**config.mk**
```make
export PLATFORM = sky130hd
export DESIGN_NAME = screen_scanout
export DESIGN_NICKNAME = d
export VERILOG_FILES = /design/src/rtl/scanout_pkg.sv /design/src/rtl/scanout_timing.sv /design/src/rtl/screen_scanout.sv
export SDC_FILE = /design/constraint.sdc
export NUM_CORES = 1
export LEC_CHECK = 0
export ABC_AREA = 1
export BUFFER_PORTS_ARGS = -buffer_cell sky130_fd_sc_hd__buf_2
export CAP_MARGIN = 30
export CORE_UTILIZATION = 30
export DETAILED_ROUTE_END_ITERATION = 7
export SETUP_SLACK_MARGIN = 0.05
export SLEW_MARGIN = 10
export SYNTH_ARGS = -nofsm -noshare
export SYNTH_HDL_FRONTEND = slang
export SYNTH_SLANG_ARGS = --single-unit
```
**constraint.sdc**
```tcl
create_clock -name clk -period 2.5 [get_ports clk]
set_clock_uncertainty 0.05 [all_clocks]
set_input_delay 0.25 -clock clk [delete_from_list [all_inputs] [get_ports clk]]
set_output_delay 0.25 -clock clk [all_outputs]
set_load 0.05 [all_outputs]
```
**src/rtl/scanout_pkg.sv**
```systemverilog
// scanout_pkg: screen geometry, widths and shared types for the screen scanout block
package scanout_pkg;
  localparam int SCR_WORDS_PER_ROW = 32;
  localparam int SCR_ROWS = 256;
  localparam int SCR_ADR_W = 13;
  localparam int WORD_W = 16;
  localparam int CNT_W = 12;
  typedef logic [SCR_ADR_W-1:0] scr_adr_t;
  typedef logic [WORD_W-1:0] word_t;
  typedef logic [CNT_W-1:0] cnt_t;
  typedef logic [$clog2(SCR_ROWS)-1:0] row_t;
  typedef logic [$clog2(SCR_WORDS_PER_ROW)-1:0] col_t;
endpackage

```
**src/rtl/scanout_timing.sv**
```systemverilog
// scanout_timing: pixel divider, raster counters, sync/active decode and fetch request.
// SCANOUT_LINE_DOUBLE_EN maps two display lines onto each screen row.
module scanout_timing import scanout_pkg::*; #(
  parameter int PIX_DIV = 2,
  parameter int H_ACTIVE = 512,
  parameter int H_FP = 16,
  parameter int H_SYNC = 96,
  parameter int H_BP = 176,
  parameter int V_ACTIVE = 256,
  parameter int V_FP = 10,
  parameter int V_SYNC = 2,
  parameter int V_BP = 257
) (
  input  logic clk,
  input  logic reset,
  output logic tick,
  output logic active,
  output logic load,
  output logic origin,
  output logic hsync_raw,
  output logic vsync_raw,
  output logic fetch,
  output col_t fetch_word,
  output row_t fetch_row
);
  localparam int H_TOTAL = H_ACTIVE + H_FP + H_SYNC + H_BP;
  localparam int V_TOTAL = V_ACTIVE + V_FP + V_SYNC + V_BP;
  localparam cnt_t DIV_MAX = cnt_t'(PIX_DIV - 1);
  localparam cnt_t HT1 = cnt_t'(H_TOTAL - 1);
  localparam cnt_t HT2 = cnt_t'(H_TOTAL - 2);
  localparam cnt_t VT1 = cnt_t'(V_TOTAL - 1);
  localparam cnt_t HA = cnt_t'(H_ACTIVE);
  localparam cnt_t VA = cnt_t'(V_ACTIVE);
  localparam cnt_t HS0 = cnt_t'(H_ACTIVE + H_FP);
  localparam cnt_t HS1 = cnt_t'(H_ACTIVE + H_FP + H_SYNC);
  localparam cnt_t VS0 = cnt_t'(V_ACTIVE + V_FP);
  localparam cnt_t VS1 = cnt_t'(V_ACTIVE + V_FP + V_SYNC);
  cnt_t div, hc, vc, vn, hc2;
  logic wrap_fetch;
  always_ff @(posedge clk)
    if (reset) begin
      div <= '0;
      hc <= HT2;
      vc <= VT1;
    end else begin
      div <= tick ? '0 : div + 1'b1;
      if (tick) begin
        hc <= (hc == HT1) ? '0 : hc + 1'b1;
        if (hc == HT1) vc <= vn;
      end
    end
  // Fetches run two pixels ahead; word 0 of a line is fetched at the end of the previous line.
  always_comb begin
    tick = div == DIV_MAX;
    vn = (vc == VT1) ? '0 : vc + 1'b1;
    hc2 = hc + cnt_t'(2);
    wrap_fetch = hc == HT2;
    active = hc < HA && vc < VA;
    load = active && hc[3:0] == 4'd0;
    origin = hc == '0 && vc == '0;
    hsync_raw = hc >= HS0 && hc < HS1;
    vsync_raw = vc >= VS0 && vc < VS1;
    fetch = tick && (wrap_fetch ? vn < VA : (hc2[3:0] == 4'd0 && hc2 < HA && vc < VA));
    fetch_word = wrap_fetch ? '0 : hc2[8:4];
`ifdef SCANOUT_LINE_DOUBLE_EN
    fetch_row = wrap_fetch ? vn[8:1] : vc[8:1];
`else
    fetch_row = wrap_fetch ? vn[7:0] : vc[7:0];
`endif
  end
endmodule

```
**src/rtl/screen_scanout.sv**
```systemverilog
// screen_scanout: reads the screen RAM and serialises it into a pixel stream with syncs and de.
// SCANOUT_LINE_DOUBLE_EN (in scanout_timing) shows each screen row on two lines.
module screen_scanout import scanout_pkg::*; #(
  parameter int PIX_DIV = 2,
  parameter int H_ACTIVE = 512,
  parameter int H_FP = 16,
  parameter int H_SYNC = 96,
  parameter int H_BP = 176,
  parameter int V_ACTIVE = 256,
  parameter int V_FP = 10,
  parameter int V_SYNC = 2,
  parameter int V_BP = 257,
  parameter logic SYNC_ACT = 1'b0
) (
  input  logic clk,
  input  logic reset,
  output logic scr_rd_en,
  output logic [SCR_ADR_W-1:0] scr_adr,
  input  logic [WORD_W-1:0] scr_data,
  output logic pix,
  output logic de,
  output logic hsync,
  output logic vsync,
  output logic frame_start
);
  logic tick, active, load, origin, hsync_raw, vsync_raw, fetch, rd_q;
  col_t fetch_word;
  row_t fetch_row;
  word_t next_word, shift_reg, ld_word, sh_nxt;
  scanout_timing #(
    .PIX_DIV(PIX_DIV), .H_ACTIVE(H_ACTIVE), .H_FP(H_FP), .H_SYNC(H_SYNC), .H_BP(H_BP),
    .V_ACTIVE(V_ACTIVE), .V_FP(V_FP), .V_SYNC(V_SYNC), .V_BP(V_BP)
  ) u_timing (
    .clk(clk), .reset(reset), .tick(tick), .active(active), .load(load), .origin(origin),
    .hsync_raw(hsync_raw), .vsync_raw(vsync_raw), .fetch(fetch),
    .fetch_word(fetch_word), .fetch_row(fetch_row)
  );
  // At one clk per pixel the returned word arrives on the load tick itself, so bypass it.
  always_comb begin
    ld_word = rd_q ? scr_data : next_word;
    sh_nxt = load ? ld_word : shift_reg >> 1;
  end
  always_ff @(posedge clk)
    if (reset) begin
      scr_rd_en <= 1'b0;
      scr_adr <= '0;
      rd_q <= 1'b0;
      next_word <= '0;
      shift_reg <= '0;
      pix <= 1'b0;
      de <= 1'b0;
      hsync <= ~SYNC_ACT;
      vsync <= ~SYNC_ACT;
      frame_start <= 1'b0;
    end else begin
      scr_rd_en <= fetch;
      if (fetch) scr_adr <= {fetch_row, fetch_word};
      rd_q <= scr_rd_en;
      if (rd_q) next_word <= scr_data;
      frame_start <= tick && origin;
      if (tick) begin
        shift_reg <= sh_nxt;
        pix <= active && sh_nxt[0];
        de <= active;
        hsync <= hsync_raw ? SYNC_ACT : ~SYNC_ACT;
        vsync <= vsync_raw ? SYNC_ACT : ~SYNC_ACT;
      end
    end
endmodule
```
Word level (Yosys, flattened, before mapping):

Index checks and enable logic that the tools add are counted.

* register bits: 88
* bits of input ports: 18
* word-level logic and storage cells: 54
* output and inout port bits: 19

* $add $sub $neg: 4
* order comparisons: 8
* equality and inequality tests: 4
* reductions and logical operators: 16
* multiplexer cells: 9

Operators with widths (count)
* adder 12 x 1 -> 12 bit, second input constant: 3
* equality test 12 x 10 -> 1 bit, second input constant: 3
* < comparator 12 x 10 -> 1 bit, second input constant: 3
* < comparator 12 x 9 -> 1 bit, second input constant: 3
* 2-to-1 mux 16 bit: 2
* logical NOT 12 bit: 2
* 2-to-1 mux 12 bit: 2
* adder 12 x 2 -> 12 bit, second input constant: 1
* equality test 12 x 1 -> 1 bit, second input constant: 1
* >= comparator 12 x 10 -> 1 bit, second input constant: 1
* >= comparator 12 x 9 -> 1 bit, second input constant: 1
* logical AND 1 bit: 10
* logical NOT 4 bit: 2
* 2-to-1 mux 8 bit: 1
* 2-to-1 mux 5 bit: 1
* 2-to-1 mux 1 bit: 3
* AND reduction 2 bit: 1
* OR reduction 2 bit: 1

Depth between registers and ports, before layout:

Gate-level depths: netlist of the first run.

* depth in word-level cells: 6
* gate-level depth with buffers: 15
* depth with buffers taken out: 14

Modules after synthesis:

Synthesis of the first run repeated with hierarchy kept, for this count alone.

* cells, all modules: 649
* area, all modules: 4469.3 µm²

Modules (own cells, without submodules)
* scanout_timing: seq. area each 720.7 µm², times used 1, cells each 399, area each 2512.4 µm²
* screen_scanout: seq. area each 1021.0 µm², times used 1, cells each 250, area each 1956.9 µm²

Worst setup path before layout of the first run:

Ideal clock, no wire load.

* path type: register -> register
* from: register u_timing.hc[1]
* to: register scr_adr[0]
* setup slack: 607 ps
* stages on the path, launching flop included: 13
* arrival: 1778 ps
* buffers on the path: 1
* cell sequence: dfxtp_1 ha_1 nand2_1 nor2_2 nand2_1 xor2_1 nand3_2 nand2_4 nand2_4 nor2_4 buf_8 nor2_2 nor2_1

* word-level cells in the longest chain between the ends: 6
* elaborated cells on any way between the ends: 9
* those cells by class: add/sub (1); order compare (1); eq/ne (1); mux (2); reduce/logical (4)

Ends and longest elaborated chain
* start, declared: RTL line scanout_timing.sv:38 `cnt_t div, hc, vc, vn, hc2;`
* start signal, assigned: RTL line scanout_timing.sv:48 `hc <= (hc == HT1) ? '0 : hc + 1'b1;`
* adder 12 x 2 -> 12 bit: RTL line scanout_timing.sv:56 `hc2 = hc + cnt_t'(2);`
* < comparator 12 x 10 -> 1 bit / logical NOT 4 bit (equally long branches): RTL line scanout_timing.sv:63 `fetch = tick && (wrap_fetch ? vn < VA : (hc2[3:0] == 4'd0 && hc2 < HA && vc < VA));`
* logical AND 1 bit (2 in a row): RTL line scanout_timing.sv:63
* 2-to-1 mux 1 bit: RTL line scanout_timing.sv:63
* logical AND 1 bit: RTL line scanout_timing.sv:63
* end signal, assigned: RTL line screen_scanout.sv:57 `if (fetch) scr_adr <= {fetch_row, fetch_word};`
* end, declared: RTL line screen_scanout.sv:18 `output logic [SCR_ADR_W-1:0] scr_adr,`

Several ways; a longest one is shown, not always the timed one.
A chain may end at the register's enable or synchronous reset.

Worst setup path in the final report of the first run:

* from: register u_timing.hc[1]
* to: register scr_adr[1]

Same word-level chain as after synthesis.

==> PnR_summary.wiki, run 1 <==
{| class="wikitable"
! Metric !! Value
|-
| Outcome || finished, final reports clean
|-
| Average via count per standard cell || 4.69
|-
| Sequential share of the synthesized area || between 40% and 50%
|-
| Area Growth Syn to Fin || 15.7%
|-
| Synthesized area || 0.00434 sq mm
|-
| Flip-flop count of the largest register after layout || 16
|-
| Finish-stage setup viols || 0
|-
| Clock-pin slew on the worst setup and hold paths || 0.07 ns
|-
| Standard-cell rows || 43
|-
| Initial core utilization || a little under a third
|-
| Drt pass-1 iters || 4
|-
| Crit path DAT || 2.40 ns
|-
| Clock Path Buffers || 2
|-
| Count of max-cap constraint violations || 0
|-
| Count of flip-flops with a built-in enable after synthesis || 0
|-
| Number of port buffers || 36
|-
| Maximum number of pins on one net before global-route repair || 31
|-
| Die Ht || 122 um
|-
| Number of stages on the worst hold path || 3
|-
| Initial drt markers || 197
|-
| Clock tree from TritonCTS || built
|-
| Setup_tns || 0 ns
|-
| Top flip-flop cell by instance count after synthesis || sky130_fd_sc_hd__dfxtp_1
|-
| YS warnings || 0
|-
| Logic gate share of total power || roughly a quarter
|-
| Class of the worst hold path || input pin to flip-flop
|-
| HPWL reported at the end of detailed placement || between 7000 and 8000 um
|-
| WL final || 9920 um
|-
| Number of register bits inferred by synthesis || 87
|-
| Buffer cell driving the clock tree root || sky130_fd_sc_hd__clkbuf_16
|-
| Number of nets still failing antenna checks after routing || 0
|-
| Areal power density over the cells || 766 mW/mm^2
|-
| Final count of pins violating max slew || 0
|-
| Worst Setup End Kind || flip-flop
|-
| Internal power of the cells || roughly 0.0025 W
|-
| Avg WL per Cell || 12.2 um
|-
| Wire length of the first global-routing pass || 16900 um
|-
| Unrepaired setup endpoints after global routing || false
|-
| Worst supply voltage drop on vdd || between 0.4 and 0.5 mV
|-
| Die span in x || 122 um
|-
| Startpoint types || flip-flop
|-
| Netlist cell types || 40
|-
| Combined global-route utilization of all metal layers || 14.3%
|-
| Grt total ovfl || 0
|-
| Count of placed standard cells including taps || 794
|-
| Vias in the first global route || 3585
|-
| Post-route DRC violation count || 0
|-
| Final std cells w/o fill || between 800 and 900
|-
| Final hold violations || 0
|-
| Critical-path maximum fanout || 11
|-
| Required @ worst endpoint || 2.73 ns
|-
| Slowest-stage cell, CP || sky130_fd_sc_hd__dfxtp_1
|-
| Average footprint of a synthesized cell || 7.39 sq um
|-
| Worst-case headroom to the max-slew limit || 49.4%
|-
| Leakage power of the design || 2.12 nW
|-
| Post-route fraction of the period consumed by the critical path || 86.8%
|-
| I/O pin cnt || 37
|-
| Area enclosed by the die boundary || 0.0149 sq mm
|-
| Final weighted congestion in routability-driven placement || 0.905
|-
| Clock Power Share || between 30% and 40%
|-
| Maximum level of the CTS H-tree || 3
|-
| Number of antenna violations at the first check in global routing || 0
|-
| Async S/R FF share, synth || 0%
|-
| Shortest period the worst path allows || 2.17 ns
|-
| Worst path cell trace || ha_1 -> nand2_1 -> nor2_2 -> nand2_1 -> xor2_1 -> nand3_2 -> nand2_4 -> nand2_4 -> nor2_4 -> buf_12 -> nor2_2 -> nor2_1
|-
| R2R depth || 12
|-
| Number of nets in the layout || 652
|-
| Number of vias in the routed layout || 3805
|-
| Worst Max-Slew Pin Slew || 0.758 ns
|-
| Area inside the core boundary || 0.0140 sq mm
|-
| Clock latency at the later pin of the worst-skew pair || 0.34 ns
|-
| Share of total power in sequential cells || about two fifths
|-
| Gate Count Post-Synth || 587
|-
| Layout cell share with drive strength beyond 1 || 17.0%
|-
| WS Path Type || flip-flop to flip-flop
|-
| Slowest Stage Delay on Critical Path || 0.40 ns
|-
| Number of CTS-inserted buffers || 9
|-
| CTS sink cnt || 87
|-
| Switching power total || approximately 0.0014 W
|-
| Count of inserted antenna diode cells || 0
|-
| Max Clock Freq || between 0.4 and 0.5 GHz
|-
| Switching power as a share of total power || 35.4%
|-
| Synthesized Nets || just over 600
|}
[through the flow]
stage / hold slack [ns] / worst slack (ns) / util [%] / cell area, sq um / power [W]
after floorplan: 0.347 / 0.607 / - / 4340 / 0.00237
after global placement: 0.377 / 0.343 / 33.7 / 4720 / 0.00258
after detailed placement: 0.383 / 0.271 / 33.7 / 4720 / 0.00259
after CTS: 0.110 / 0.256 / 35.7 / 5000 / 0.00386
after global routing: 0.125 / 0.0661 / 35.9 / 5020 / 0.00406
final: 0.114 / 0.329 / 35.9 / 5020 / 0.00384
[Yosys cell counts (4+ instances only)]
cell type	count	area, sq um
sky130_fd_sc_hd__o22ai_1	9	56.3
sky130_fd_sc_hd__xor2_1	6	52.6
sky130_fd_sc_hd__o21ai_0	16	80.1
sky130_fd_sc_hd__nor2_2	16	100
sky130_fd_sc_hd__nand3_2	4	40.0
sky130_fd_sc_hd__clkbuf_1	9	33.8
sky130_fd_sc_hd__buf_2	8	40.0
sky130_fd_sc_hd__nand4_1	20	125
sky130_fd_sc_hd__ha_1	8	100
sky130_fd_sc_hd__nand2_2	4	25.0
sky130_fd_sc_hd__nand2_1	137	514
sky130_fd_sc_hd__dfxtp_1	87	1740
sky130_fd_sc_hd__nand3_1	25	125
sky130_fd_sc_hd__a21oi_1	17	85.1
sky130_fd_sc_hd__mux2i_1	15	150
sky130_fd_sc_hd__inv_1	54	203
sky130_fd_sc_hd__inv_2	5	18.8
sky130_fd_sc_hd__nor2_4	4	45.0
sky130_fd_sc_hd__o21a_1	6	45.0
sky130_fd_sc_hd__nor3_1	14	70.1
sky130_fd_sc_hd__nor2_1	79	297
sky130_fd_sc_hd__o211ai_1	13	97.6
[critical path, delay by kind of cell (launching register included)]
| kind | cells | cell delay (ns) |
|---|---|---|
| AND/OR/NAND/NOR | 9 | 1.02 |
| flip-flops | 1 | 0.40 |
| adder cells (fa/ha/maj) | 1 | 0.24 |
| XOR/XNOR | 1 | 0.26 |
| buffers and inverters | 1 | 0.16 |
[timing repair]
| item | in CTS | in global routing |
|---|---|---|
| setup buffers | 0 | 1 |
| endpoints found under the setup margin | 0 | 11 |
| hold buffers | 0 | 0 |
| gates resized for setup | 0 | 0 |
[kinds of logic after synthesis]
kind of cell,after synthesis,share of synthesized area (%)
AO/OA/AOI/OAI,71,10.5
XOR/XNOR,6,1.21
adder cells (fa/ha/maj),8,2.31
buffers and inverters,81,7.85
flip-flops,87,40.2
multiplexers,15,3.46
AND/OR/NAND/NOR,319,34.5
[routing by layer]
metal | share of wire [%] | GRT usage [%] | up-vias
met5 | 0 | 0 | -
met4 | 1.6 | 4.04 | 0
met3 | 3.4 | 3.39 | 16
met2 | 46 | 22.9 | 60
met1 | 49 | 18.9 | 1721
li1 | - | - | 2008
[power groups by stage]
| stage | combinational [W] | clock [W] | sequential (W) |
|---|---|---|---|
| final | 0.00102 | 0.00127 | 0.00156 |
| after global routing | 0.00113 | 0.00136 | 0.00157 |
| after CTS | 0.00100 | 0.00130 | 0.00156 |
| after detailed placement | 0.000998 | 0 | 0.00159 |
| after global placement | 0.000990 | 0 | 0.00159 |
| after floorplan | 0.000621 | 0 | 0.00175 |
[area by class of cell]
| class | instances | area [sq um] |
|---|---|---|
| Fill cell | 1499 | 8970 |
| Multi-Input combinational cell | 419 | 2250 |
| Sequential cell | 87 | 1740 |
| Timing Repair Buffer | 49 | 290 |
| Clock buffer | 9 | 225 |
| Inverter | 60 | 225 |
| Tap cell | 180 | 225 |
| Clock inverter | 7 | 55.1 |
[placed cells by master, fill, tap and decap left out, types with 3 or more instances in the layout]
| master | count |
|---|---|
| sky130_fd_sc_hd__a21oi_1 | 17 |
| sky130_fd_sc_hd__nor2_4 | 4 |
| sky130_fd_sc_hd__nand2_4 | 3 |
| sky130_fd_sc_hd__mux2i_1 | 15 |
| sky130_fd_sc_hd__nor3_1 | 14 |
| sky130_fd_sc_hd__nand2_2 | 4 |
| sky130_fd_sc_hd__o211ai_1 | 13 |
| sky130_fd_sc_hd__nand2_1 | 137 |
| sky130_fd_sc_hd__clkbuf_16 | 9 |
| sky130_fd_sc_hd__buf_4 | 12 |
| sky130_fd_sc_hd__nand3_1 | 25 |
| sky130_fd_sc_hd__a31oi_1 | 3 |
| sky130_fd_sc_hd__nand3b_1 | 3 |
| sky130_fd_sc_hd__dfxtp_1 | 87 |
| sky130_fd_sc_hd__xor2_1 | 6 |
| sky130_fd_sc_hd__nor2_2 | 16 |
| sky130_fd_sc_hd__o22ai_1 | 9 |
| sky130_fd_sc_hd__o21ai_0 | 16 |
| sky130_fd_sc_hd__o21a_1 | 6 |
| sky130_fd_sc_hd__inv_1 | 54 |
| sky130_fd_sc_hd__buf_2 | 36 |
| sky130_fd_sc_hd__ha_1 | 8 |
| sky130_fd_sc_hd__inv_2 | 5 |
| sky130_fd_sc_hd__nand3_2 | 4 |
| sky130_fd_sc_hd__nor2_1 | 79 |
| sky130_fd_sc_hd__nand4_1 | 20 |
| sky130_fd_sc_hd__nor4_1 | 3 |
| sky130_fd_sc_hd__nor3b_1 | 3 |
[worst paths after layout]
kind | start | slack (ns) | end
worst max-delay path | u_timing.hc[1] | 0.33 | scr_adr[1]
worst min-delay path | scr_data[11] | 0.11 | next_word[11]
worst max register to register | u_timing.hc[1] | 0.33 | scr_adr[1]
worst min register to register | scr_rd_en | 0.40 | rd_q
No activity file was read; power rests on OpenSTA's default activity.
==> inputs of run 2 (changes only) <==
ABC_AREA = unset   (was 1)
==> run 2 against run 1 <==
Net effect:
- clock power is 23% higher
- fmax is 12% lower
- hold slack worse by 0.0055 ns
- wire length is 0.34% higher
- sequential cell count stayed put
- sequential share of layout area is 1.3 points lower
- via count is 2.3% lower
==> PnR_summary.wiki, run 2 <==
{| class="wikitable"
! Metric !! Value
|-
| Number of port buffers || 36 (unchanged)
|-
| Maximum level of the CTS H-tree || 3 (unchanged)
|-
| Area inside the core boundary || 0.0134 sq mm (-4.2%)
|-
| Clock-pin slew on the worst setup and hold paths || 0.07 ns (about the same)
|-
| Number of inserted filler cells in the final layout || 1376 (-8.2%)
|-
| Layout cell share with drive strength beyond 1 || 20.3% (+3.4 points)
|-
| Average footprint of a synthesized cell || 8.17 sq um (+11%)
|-
| Top cells by count, synth || 87 x sky130_fd_sc_hd__dfxtp_1, 75 x sky130_fd_sc_hd__nand2_1, 61 x sky130_fd_sc_hd__nor2_1
|-
| Startpoint of the tightest hold check path || scr_data[7]
|-
| Most common cell after layout, fill and taps aside || sky130_fd_sc_hd__dfxtp_1
|-
| Worst-case headroom to the max-slew limit || 62.3% (+13 points)
|-
| Launching point of the worst reg2reg path || u_timing.vc[11]
|-
| Area share of the largest cell type after synthesis || 41.9% (+1.7 points)
|-
| Number of CTS-inserted buffers || 9 (unchanged)
|-
| HPWL reported at the end of detailed placement || 7130 um (-4.4%)
|-
| Startpoint types || flip-flop
|-
| Average via count per standard cell || 4.94 (+5.4%)
|-
| Flip-flop count of the largest register after layout || 16 (unchanged)
|-
| Post-route fraction of the period consumed by the critical path || 98.3% (+11 points)
|-
| Worst supply voltage drop on vdd || 0.363 mV (-11%)
|-
| Pwr Total || 0.00395 W (+2.7%)
|-
| Area Growth Syn to Fin || 25.6%
|-
| Critical-path maximum fanout || 7 (-4)
|-
| Number of nets still failing antenna checks after routing || 0 (unchanged)
|-
| Initial core utilization || 31.0% (about the same)
|-
| Netlist cell types || 48 (+20%)
|-
| Number of antenna violations at the first check in global routing || 0 (unchanged)
|-
| YS warnings || 0 (unchanged)
|-
| Shortest period the worst path allows || 2.46 ns (+0.286 ns)
|-
| Worst Max-Slew Pin Slew || 0.556 ns (-0.202 ns)
|-
| Launch point of the worst path || u_timing.vc[11]
|-
| Class of the worst hold path || input pin to flip-flop
|-
| Synthesized Nets || 535 (-13%)
|-
| Combined area of the multi-input logic cells || 0.00232 sq mm (+2.9%)
|-
| Buffer cell driving the clock tree root || sky130_fd_sc_hd__clkbuf_16
|-
| Maximum number of pins on one net before global-route repair || 29 (-6.5%)
|-
| Crit path DAT || 2.67 ns (+0.27 ns)
|-
| Vias in the first global route || 3659 (+2.1%)
|-
| Drt pass-1 iters || 6 (+2)
|-
| Number of register bits inferred by synthesis || 87 (unchanged)
|-
| Combined global-route utilization of all metal layers || 15.0% (+0.76 points)
|-
| Count of inserted antenna diode cells || 0 (unchanged)
|-
| Worst Setup Slack post-DPL || -0.0578 ns (-0.329 ns)
|-
| Count of flip-flops with a built-in enable after synthesis || 0 (unchanged)
|-
| Area enclosed by the die boundary || 0.0143 sq mm (-4.1%)
|-
| Post-route DRC violation count || 0 (unchanged)
|-
| Sequential share of the synthesized area || 41.9% (+1.7 points)
|-
| Final worst hold slack || 0.108 ns (-0.00548 ns)
|-
| Flip-flop and latch area || 0.00174 sq mm (+0.14%)
|-
| Grt total ovfl || 0 (unchanged)
|-
| Number of vias in the routed layout || 3718 (-2.3%)
|-
| Gate Count Post-Synth || 509 (-13%)
|-
| Max Clock Freq || 0.407 GHz (-12%)
|-
| Leakage power of the design || 2.00 nW (-5.8%)
|-
| Synthesized area || 0.00416 sq mm (-4.1%)
|-
| Top flip-flop cell by instance count after synthesis || sky130_fd_sc_hd__dfxtp_1
|-
| Count of max-cap constraint violations || 0 (unchanged)
|-
| Worst Setup End Kind || flip-flop
|-
| Final count of pins violating max slew || 0 (unchanged)
|-
| Number of nets in the layout || 597 (-8.4%)
|-
| Die span in x || 120 um (-2.1%)
|-
| Most frequent cells in the layout || 85 x sky130_fd_sc_hd__dfxtp_1, 75 x sky130_fd_sc_hd__nand2_1, 61 x sky130_fd_sc_hd__nor2_1, 46 x sky130_fd_sc_hd__buf_4, 36 x sky130_fd_sc_hd__buf_2
|-
| Final hold violations || 0 (unchanged)
|-
| Async S/R FF share, synth || 0% (unchanged)
|-
| Wire length of the first global-routing pass || 17100 um (+0.69%)
|-
| WS Path Type || flip-flop to flip-flop
|-
| CTS sink cnt || 87 (unchanged)
|-
| Largest cells by area after synthesis || sky130_fd_sc_hd__dfxtp_1 42%, sky130_fd_sc_hd__nand2_1 6.8%, sky130_fd_sc_hd__mux2i_1 5.8%
|-
| Leading cell type by number of instances after synthesis || sky130_fd_sc_hd__dfxtp_1
|-
| Setup slack after layout || 0.0432 ns (-0.286 ns)
|-
| I/O pin cnt || 37 (unchanged)
|-
| Clock tree from TritonCTS || built
|-
| Required @ worst endpoint || 2.72 ns (about the same)
|-
| Avg WL per Cell || 13.2 um (+8.2%)
|-
| Initial drt markers || 252 (+28%)
|-
| Clock latency at the later pin of the worst-skew pair || 0.35 ns (about the same)
|-
| WL final || 9950 um (+0.34%)
|-
| Standard-cell rows || 42 (-2.3%)
|-
| Clock Path Buffers || 2 (unchanged)
|-
| Outcome || finished, final reports clean
|-
| Final weighted congestion in routability-driven placement || 0.855 (-5.6%)
|-
| Library cell occupying the most area in the post-synthesis netlist || sky130_fd_sc_hd__dfxtp_1
|-
| Unrepaired setup endpoints after global routing || true
|-
| Die Ht || 120 um (-2.1%)
|-
| Areal power density over the cells || 756 mW/mm^2 (-1.4%)
|-
| Finish-stage setup viols || 0 (unchanged)
|}
-- run 2: cell families after synthesis --
family | after synthesis | share of synthesized area, %
buf+inv | 43 | 4.09
xor+xnor | 31 | 6.53
fa+ha+maj | 8 | 2.41
compound gates | 75 | 10.9
flops | 87 | 41.9
mux | 24 | 5.78
simple gates | 241 | 28.4
-- run 2: final cells by class --
type	count	share of cell area, %
multi-input combinational	379	44.4
inverter	10	0.719
clock inverter	7	2.40
clock buffer	9	4.31
sequential	87	33.4
tap	176	4.22
timing repair buffer	84	10.5
-- run 2: critical path, cell delays in order (launching register included) --
cell and delay [ns]:
sky130_fd_sc_hd__dfxtp_1 0.31, sky130_fd_sc_hd__or4_4 0.54, sky130_fd_sc_hd__or4b_4 0.55, sky130_fd_sc_hd__nor4_4 0.29, sky130_fd_sc_hd__a32oi_4 0.15, sky130_fd_sc_hd__buf_6 0.20, sky130_fd_sc_hd__nor2b_1 0.13, sky130_fd_sc_hd__nor3_1 0.15
-- run 2: stage by stage --
stage / area, sq um / setup TNS [ns] / utilization, % / cells
5_1_grt: 5220 / -0.176 / 39.0 / 752
3_5_place_dp: 4790 / -0.154 / 35.8 / 735
2_1_floorplan: 4170 / 0 / - / 509
3_3_place_gp: 4790 / 0 / 35.8 / 735
6_report: 5220 / 0 / 39.0 / 752
4_1_cts: 5200 / 0 / 38.8 / 752
-- run 2: report_power, final --
part | leakage, nW | internal, W | switching (W) | total, W
registers | 0.704 | 0.00145 | 0.0000449 | 0.00150
logic | 1.12 | 0.000344 | 0.000545 | 0.000889
clock network | 0.171 | 0.000988 | 0.000573 | 0.00156
total | 2.00 | 0.00278 | 0.00116 | 0.00395
-- run 2: per-layer routing --
layer  up-vias  share of wire [%]  GRT usage [%]
met4         0                1.9           5.16
met3        16                4.8           4.56
met2        97                 46           24.2
li1       1894                  -              -
met1      1711                 47           18.9
met5         -                  0              0
-- run 2: worst paths after layout --
check / end / slack [ns] / cells after the start
worst max register to register: scr_adr[10] / 0.04 / 7
worst min-delay path: next_word[7] / 0.11 / 3
worst min register to register: shift_reg[12] / 0.40 / 2
worst max-delay path: scr_adr[10] / 0.04 / 7
-- run 2: repair_timing --
action / CTS / global route
hold endpoints to repair: 0 / 0
resized for setup: 10 / 6
hold buffers: 0 / 0
pin swaps: 8 / 0
setup endpoints to repair: 13 / 13
buffers inserted: 1 / 0
==> inputs of run 3 (changes only) <==
BUFFER_PORTS_ARGS = unset   (was -buffer_cell sky130_fd_sc_hd__buf_2)
DONT_BUFFER_PORTS = 1   (was unset)
==> run 3 against run 2 <==
Net effect:
- global-route usage down 0.29 points
- wire length down 1.4%
- register-to-register slack about the same
- die area unchanged
- critical path type unchanged
- largest cell class unchanged
==> PnR_summary.wiki, run 3 (same netlist as run 2, synthesis figures left out) <==
{| class="wikitable"
! Metric !! Value
|-
| Final std cells w/o fill || 712 (-5.3%)
|-
| WL final || 9810 um (-1.4%)
|-
| Count of buffering cells on the critical path with inverters included || 2 (+1)
|-
| Worst path cell trace || inv_2 -> ha_4 -> or4b_4 -> or3_4 -> nor4_4 -> a32oi_4 -> buf_6 -> mux2i_2 -> nor2_1
|-
| Clock tree from TritonCTS || built
|-
| Most frequent cells in the layout || 85 x sky130_fd_sc_hd__dfxtp_1, 75 x sky130_fd_sc_hd__nand2_1, 61 x sky130_fd_sc_hd__nor2_1, 39 x sky130_fd_sc_hd__buf_4, 25 x sky130_fd_sc_hd__a21oi_1
|-
| Setup slack after layout || 0.0536 ns (+0.0104 ns)
|-
| Average via count per standard cell || 5.00 (+1.2%)
|-
| Number of nets in the layout || 557 (-6.7%)
|-
| Vias in the first global route || 3399 (-7.1%)
|-
| Critical-path maximum fanout || 7 (unchanged)
|-
| R2R depth || 9 (+2)
|-
| Crit path max-delay family || simple AND/OR/NAND/NOR gates
|-
| Final count of pins violating max slew || 0 (unchanged)
|-
| Shortest period the worst path allows || 2.45 ns (-0.0104 ns)
|-
| Final hold violations || 0 (unchanged)
|-
| Slowest-stage cell, CP || sky130_fd_sc_hd__or4b_4
|-
| Areal power density over the cells || 746 mW/mm^2 (-1.4%)
|-
| Critical path depth in cells || 9 (+2)
|-
| Required @ worst endpoint || 2.68 ns (-0.04 ns)
|-
| Count of max-cap constraint violations || 0 (unchanged)
|-
| Number of vias in the routed layout || 3562 (-4.2%)
|-
| I/O pin cnt || 37 (unchanged)
|-
| Outcome || finished, final reports clean
|-
| Unrepaired setup endpoints after global routing || true
|-
| Worst-case headroom to the max-slew limit || 48.7% (-14 points)
|-
| Die span in x || 120 um (unchanged)
|-
| Worst Setup Slack post-DPL || -0.00696 ns (+0.0509 ns)
|-
| Launching point of the worst reg2reg path || u_timing.div[1]
|-
| Drt pass-1 iters || 7 (+1)
|-
| Worst Max-Slew Pin Slew || 0.760 ns (+0.204 ns)
|-
| Wire length of the first global-routing pass || 16500 um (-3.2%)
|-
| Number of antenna violations at the first check in global routing || 0 (unchanged)
|-
| HPWL reported at the end of detailed placement || 6830 um (-4.2%)
|-
| Leakage power of the design || 1.79 nW (-10%)
|-
| Initial drt markers || 295 (+17%)
|-
| Crit path DAT || 2.63 ns (-0.04 ns)
|-
| Grt total ovfl || 0 (unchanged)
|-
| End point of the critical path || scr_adr[5]
|-
| Number of nets still failing antenna checks after routing || 0 (unchanged)
|-
| Post-route DRC violation count || 0 (unchanged)
|-
| Initial core utilization || 31.0% (unchanged)
|-
| Area enclosed by the die boundary || 0.0143 sq mm (unchanged)
|-
| Max Clock Freq || 0.409 GHz (+0.43%)
|-
| Worst Setup End Kind || flip-flop
|-
| Avg WL per Cell || 13.8 um (+4.1%)
|-
| Standard-cell rows || 42 (unchanged)
|-
| Finish-stage setup viols || 0 (unchanged)
|-
| Maximum level of the CTS H-tree || 3 (unchanged)
|-
| Post-route fraction of the period consumed by the critical path || 97.9% (-0.42 points)
|-
| Count of placed standard cells including taps || 694 (-5.6%)
|-
| Clock Path Buffers || 2 (unchanged)
|-
| Maximum number of pins on one net before global-route repair || 58 (+100%)
|-
| Slowest Stage Delay on Critical Path || 0.45 ns (-0.10 ns)
|-
| Endpoint of the lowest-slack register-to-register path || scr_adr[5]
|-
| Flip-flop count of the largest register after layout || 16 (unchanged)
|-
| Startpoint types || flip-flop
|-
| Most common cell after layout, fill and taps aside || sky130_fd_sc_hd__dfxtp_1
|-
| CTS sink cnt || 87 (unchanged)
|-
| Count of inserted antenna diode cells || 0 (unchanged)
|-
| Clock latency at the later pin of the worst-skew pair || 0.35 ns (about the same)
|-
| Combined global-route utilization of all metal layers || 14.7% (-0.29 points)
|-
| Area after detailed placement || 0.00457 sq mm (-4.5%)
|-
| Number of port buffers || 0 (-100%)
|-
| Die Ht || 120 um (unchanged)
|-
| WS Path Type || flip-flop to flip-flop
|-
| Clock-pin slew on the worst setup and hold paths || 0.07 ns (about the same)
|-
| Launch point of the worst path || u_timing.div[1]
|-
| Final weighted congestion in routability-driven placement || 0.837 (-2.1%)
|-
| Area Growth Syn to Fin || 20.1%
|-
| Reg-to-reg setup timing slack || 0.05 ns (about the same)
|-
| Layout cell share with drive strength beyond 1 || 14.6% (-5.8 points)
|-
| Number of CTS-inserted buffers || 9 (unchanged)
|-
| Area inside the core boundary || 0.0134 sq mm (unchanged)
|-
| Buffer cell driving the clock tree root || sky130_fd_sc_hd__clkbuf_16
|-
| Class of the worst hold path || input pin to flip-flop
|-
| Post-route cell area || 0.00499 sq mm (-4.4%)
|-
| Worst supply voltage drop on vdd || 0.386 mV (+6.3%)
|}
## run 3: cell types whose count changed in the layout (fill, tap and decap cells not counted), moves of 2 or more
| cell | before | now |
|---|---|---|
| sky130_fd_sc_hd__buf_2 | 36 | 0 |
| sky130_fd_sc_hd__buf_4 | 46 | 39 |
| sky130_fd_sc_hd__buf_6 | 2 | 4 |
| sky130_fd_sc_hd__bufinv_16 | 3 | 1 |
| sky130_fd_sc_hd__mux2i_1 | 24 | 22 |
| sky130_fd_sc_hd__mux2i_2 | 0 | 2 |
| sky130_fd_sc_hd__nor4_1 | 10 | 12 |
| sky130_fd_sc_hd__nor4_2 | 2 | 0 |
## run 3: layout make-up
cell class,instances,area [sq um]
inverter,10,37.5
clock inverter,7,77.6
timing repair buffer,44,365
fill,1363,8410
sequential,87,1740
clock buffer,9,225
multi-input combinational,379,2320
tap,176,220
## run 3: metal layers
metal | up-vias | wire length, um | global-route usage [%]
li1 | 1819 | - | -
met3 | 14 | 529 | 5.28
met5 | - | 0 | 0
met1 | 1672 | 4500 | 17.9
met4 | 0 | 184 | 4.84
met2 | 57 | 4600 | 24.1
## run 3: worst min-delay path by stage
stage	end	startpoint	depth (start not counted)	slack [ns]
after floorplan	next_word[10]	scr_data[10]	2	0.37
final	next_word[9]	scr_data[9]	2	0.03
after detailed placement	shift_reg[4]	reset	1	0.28
after global routing	next_word[6]	scr_data[6]	2	0.05
after global placement	shift_reg[5]	reset	1	0.28
after CTS	next_word[9]	scr_data[9]	2	0.01
## run 3: what timing repair did
action,in CTS,in global routing
resized for setup,10,8
buffers inserted,0,1
hold buffers,1,0
setup endpoints to repair,12,13
pin swaps,9,8
gates cloned,0,0
hold endpoints to repair,57,0
## run 3: power by group
group / internal (W) / switching (W)
logic: 0.000319 / 0.000436
clock network: 0.000787 / 0.000589
registers: 0.00145 / 0.000141
## run 3: per-stage QoR
| stage | hold WS, ns | total power (W) | utilization [%] | TNS (ns) |
|---|---|---|---|---|
| 2_1_floorplan | 0.367 | 0.00209 | - | 0 |
| 3_3_place_gp | 0.275 | 0.00229 | 34.1 | 0 |
| 3_5_place_dp | 0.279 | 0.00230 | 34.1 | -0.00696 |
| 4_1_cts | 0.0122 | 0.00374 | 36.9 | 0 |
| 5_1_grt | 0.0457 | 0.00391 | 37.2 | -0.710 |
| 6_report | 0.0294 | 0.00372 | 37.2 | 0 |
